--- config.mk ---
export PLATFORM = sky130hd
export DESIGN_NAME = reg_dump_reader
export DESIGN_NICKNAME = d
export VERILOG_FILES = /design/src/rtl/reg_dump_reader.sv
export SDC_FILE = /design/constraint.sdc
export NUM_CORES = 1
export LEC_CHECK = 0
export ABC_AREA = 1
export BUFFER_PORTS_ARGS = -buffer_cell sky130_fd_sc_hd__clkbuf_2
export CAP_MARGIN = 40
export CORE_UTILIZATION = 39
export CTS_CLUSTER_DIAMETER = 80
export DETAILED_ROUTE_END_ITERATION = 8
export HOLD_SLACK_MARGIN = 0.03
export PLACE_DENSITY = 0.67
export SYNTH_ARGS = -nofsm -noshare
export SYNTH_HDL_FRONTEND = slang
export SYNTH_SLANG_ARGS = --single-unit
--- constraint.sdc ---
create_clock -name clk -period 1.3 [get_ports clk]
set_clock_uncertainty 0.05 [all_clocks]
set_input_delay 0.195 -clock clk [delete_from_list [all_inputs] [get_ports clk]]
set_output_delay 0.195 -clock clk [all_outputs]
set_load 0.02 [all_outputs]
--- src/rtl/reg_dump_reader.sv ---
// Debug reader that walks the register file through one read port and streams
// every register out on a valid/ready link, freezing core writes while it runs.
module reg_dump_reader #(
    parameter int DATA_W   = 16,
    parameter int ADDR_W   = 3,
    parameter int NUM_REGS = 8
) (
    input  logic              clk,
    input  logic              rst,
    input  logic              start,
    input  logic              abort,
    output logic [ADDR_W-1:0] rd_addr,
    input  logic [DATA_W-1:0] rd_data,
    output logic [DATA_W-1:0] out_data,
    output logic [ADDR_W-1:0] out_index,
    output logic              out_last,
    output logic              out_valid,
    input  logic              out_ready,
    output logic              busy,
    output logic              halt_req,
    output logic              done
);

    localparam logic [1:0] IDLE = 2'd0;
    localparam logic [1:0] LOAD = 2'd1;
    localparam logic [1:0] SEND = 2'd2;
    localparam logic [1:0] DONE = 2'd3;

    localparam logic [ADDR_W-1:0] LAST_IDX = ADDR_W'(NUM_REGS - 1);

    logic [1:0]        state;
    logic [ADDR_W-1:0] idx;

    // Termination relies only on the out_last compare, so idx never needs to wrap.
    always_ff @(posedge clk or negedge rst) begin
        if (!rst) begin
            state     <= IDLE;
            idx       <= '0;
            out_data  <= '0;
            out_index <= '0;
            out_last  <= 1'b0;
            out_valid <= 1'b0;
        end else if (abort && state != IDLE) begin
            state     <= IDLE;
            out_valid <= 1'b0;
        end else begin
            case (state)
                IDLE: begin
                    if (start && !abort) begin
                        idx   <= '0;
                        state <= LOAD;
                    end
                end
                LOAD: begin
                    out_data  <= rd_data;
                    out_index <= idx;
                    out_last  <= (idx == LAST_IDX);
                    out_valid <= 1'b1;
                    state     <= SEND;
                end
                SEND: begin
                    if (out_ready) begin
                        out_valid <= 1'b0;
                        if (out_last) begin
                            state <= DONE;
                        end else begin
                            idx   <= idx + ADDR_W'(1);
                            state <= LOAD;
                        end
                    end
                end
                DONE: begin
                    state <= IDLE;
                end
                default: begin
                    state <= IDLE;
                end
            endcase
        end
    end

    // The read port only carries idx while a value is being captured.
    always_comb begin
        rd_addr  = (state == LOAD) ? idx : '0;
        busy     = (state != IDLE);
        halt_req = (state != IDLE);
        done     = (state == DONE);
    end

endmodule
==> impl_metrics.json <==
{
  "diodes": 0,
  "drc": 6,
  "fp.dieH_um": 57.2,
  "via_per_inst": 4.97,
  "syn_nets": 160,
  "critical_path_class": "flip-flop to output pin",
  "cts_tree": "yes",
  "gp_congestion": 0.815,
  "first_global_vias": 1130,
  "syn_area_um2": 1190,
  "synthCells": 137,
  "layout_worst_path_cycle_share_pct": 111,
  "grt_overflow": 0,
  "drive_gt1_share_pct": 40.7,
  "path_delay_family": "flip-flops",
  "antenna_found_initial": 0,
  "multi_input_area_um2": 508,
  "r2r-end": "state[1]",
  "wl_per_cell_um": 12.6,
  "die-area_um2": 3280,
  "vias": 1167,
  "synth_top_area_cell": "dfrtp_1",
  "tightestPinTransition_ns": 0.379,
  "end_kind": "output pin",
  "seq_area_um2": 652,
  "start_kind": "flip-flop",
  "initial_core_util_pct": 42.1,
  "core_area_um2": 2830,
  "clk_pin_slew_ns": 0.15,
  "syn_avg_cell_area_um2": 8.69,
  "fill_cells": 250,
  "reg2reg_setup_slack_ns": 0.02,
  "fin_total_pwr_mw": 2.33,
  "ys_types": 19,
  "p_leak_nw": 0.982,
  "reg2reg_depth": 6,
  "yosysTopAreaCellShare_pct": 54.7,
  "drtIter0Drc": 36,
  "rows": 19,
  "slowest_delay_ns": 0.44,
  "hpwl_um": 1960,
  "dp_cells": 214,
  "violations": "DRC, setup timing",
  "clkLatencyLatePin_ns": 0.32,
  "final_common_cell": "nand2_1",
  "numCtsBuffers": 3,
  "area_delta_synth_final_pct": 49.6,
  "required_ns": 1.05,
  "hold_path_class": "input pin to flip-flop",
  "seq_area_frac_synth_pct": 54.7,
  "first_pass_iters": 7,
  "wirelength_um": 2970,
  "fmax_mhz": 691,
  "hp-start": "rd_data[7]",
  "grt_max_degree": 25,
  "rr_startpoint": "state[1]",
  "ctsRootBufferMaster": "clkbuf_4",
  "ys_ff_latch": 26,
  "grt_use_total_pct": 19.6,
  "maxSlewHeadroom_pct": 74.7,
  "setup_violations": 6,
  "htreeDepth": 1,
  "cap_violations": 0,
  "rsz0062_at_grt": "yes",
  "cp_max_fo": 4,
  "cts.sinks": 26,
  "clk_path_buf_depth": 2,
  "synth_area_leaders": "dfrtp_1, nand2_1, nand3_1",
  "crit_chain": "inv_4, nor2_8, inv_4, nor2_1, buf_4",
  "setup_slack_ns": -0.147,
  "yosys_warnings": 0,
  "worstHoldEndpoint": "out_data[7]",
  "fin_nets": 228,
  "final_cell_mix": "nand2_1, clkbuf_2, dfrtp_1, nand3_1, dlygate4sd3_1",
  "vdd_ir_drop_max_uv": 681,
  "hold_viol": 0,
  "layoutNonFillerInstCount": 235,
  "utilization_pct": 62.9,
  "io_pins": 48,
  "power-per-cell-area_nw_per_um2": 1310,
  "holdPathStages": 3,
  "timing.hold.ws_ns": 0.0395,
  "io_buffers": 47,
  "status": "finished with violations",
  "worstPathArrival_ns": 1.20,
  "cpMaxStageDelayCell": "dfrtp_1",
  "critical_path_buf_inv_count": 3,
  "setup_tns_ns": -0.740,
  "die_w_um": 57.2,
  "grt_pass1_wl_um": 4910,
  "finalMaxSlewViolations": 0,
  "min_period_ns": 1.45,
  "ant_nets": 0,
  "crit_top_cell": "inv_4"
}
-- worst register-to-register path: cells and delay by family (launching register included) --
kind,cells,cell delay [ns]
AND/OR/NAND/NOR,4,0.46
flip-flops,1,0.45
buffers and inverters,2,0.27
-- registers in the layout (all words and copies together), names as in the netlist --
signal,cells
idx,3
out_data,16
out_last,1
out_index,3
state,2
out_valid,1
-- timing repair --
item | 4_1_cts | 5_1_grt
pin swaps | 1 | 7
endpoints found under the setup margin | 7 | 29
resized for setup | 11 | 26
hold buffers | 9 | 2
setup buffers | 5 | 1
hold endpoints to repair | 34 | 2
-- where the power goes --
part	total (mW)	switching [mW]	internal, mW
Combinational	0.730	0.452	0.278
Sequential	1.04	0.0857	0.954
Clock	0.557	0.246	0.312
-- layout make-up --
type / instances / area share [%]
clock buffer: 3 / 1.26
clock inverter: 1 / 1.69
inverter: 11 / 2.88
multi-input combinational: 95 / 28.5
sequential: 26 / 36.6
tap: 31 / 2.18
timing repair buffer: 68 / 26.8
-- synth_stat cells (all sizes together) --
master  number
nand2       52
clkbuf       1
inv         11
nor2        13
nand3       21
nor3         1
o21ai        6
buf          4
ha           2
dfrtp       26
-- kinds of logic after synthesis --
family / count (synthesis) / share of synthesized area [%]
AND/OR/NAND/NOR: 87 / 32.8
flip-flops: 26 / 54.7
buffers and inverters: 16 / 6.94
AO/OA/AOI/OAI: 6 / 3.47
adder cells (fa/ha/maj): 2 / 2.10
-- layer usage --
layer	wire [µm]	track usage, %	vias up
met5	0	0	-
met4	23	5.23	0
met3	134	3.17	4
met2	1560	36.5	38
met1	1250	23.3	556
li1	-	-	569
-- through the flow --
| stage | setup WS, ns | area [µm²] |
|---|---|---|
| floorplan | 0.0564 | 1190 |
| global placement | 0.0780 | 1470 |
| detailed placement | 0.00525 | 1470 |
| CTS | -0.159 | 1690 |
| global route | -0.222 | 1780 |
| finish | -0.147 | 1780 |
-- worst max-delay path by stage --
stage                        start          to  slack (ns)  cells past startpoint
after global placement      idx[0]      idx[2]        0.08                      6
after CTS                 state[0]  rd_addr[2]       -0.16                      5
after floorplan           state[1]  rd_addr[0]        0.06                      3
after detailed placement    idx[0]      idx[2]       0.005                      6
final                     state[0]  rd_addr[0]       -0.15                      5
after global routing      state[0]  rd_addr[0]       -0.22                      5
Note: power is estimated with default switching activity, not from simulation.
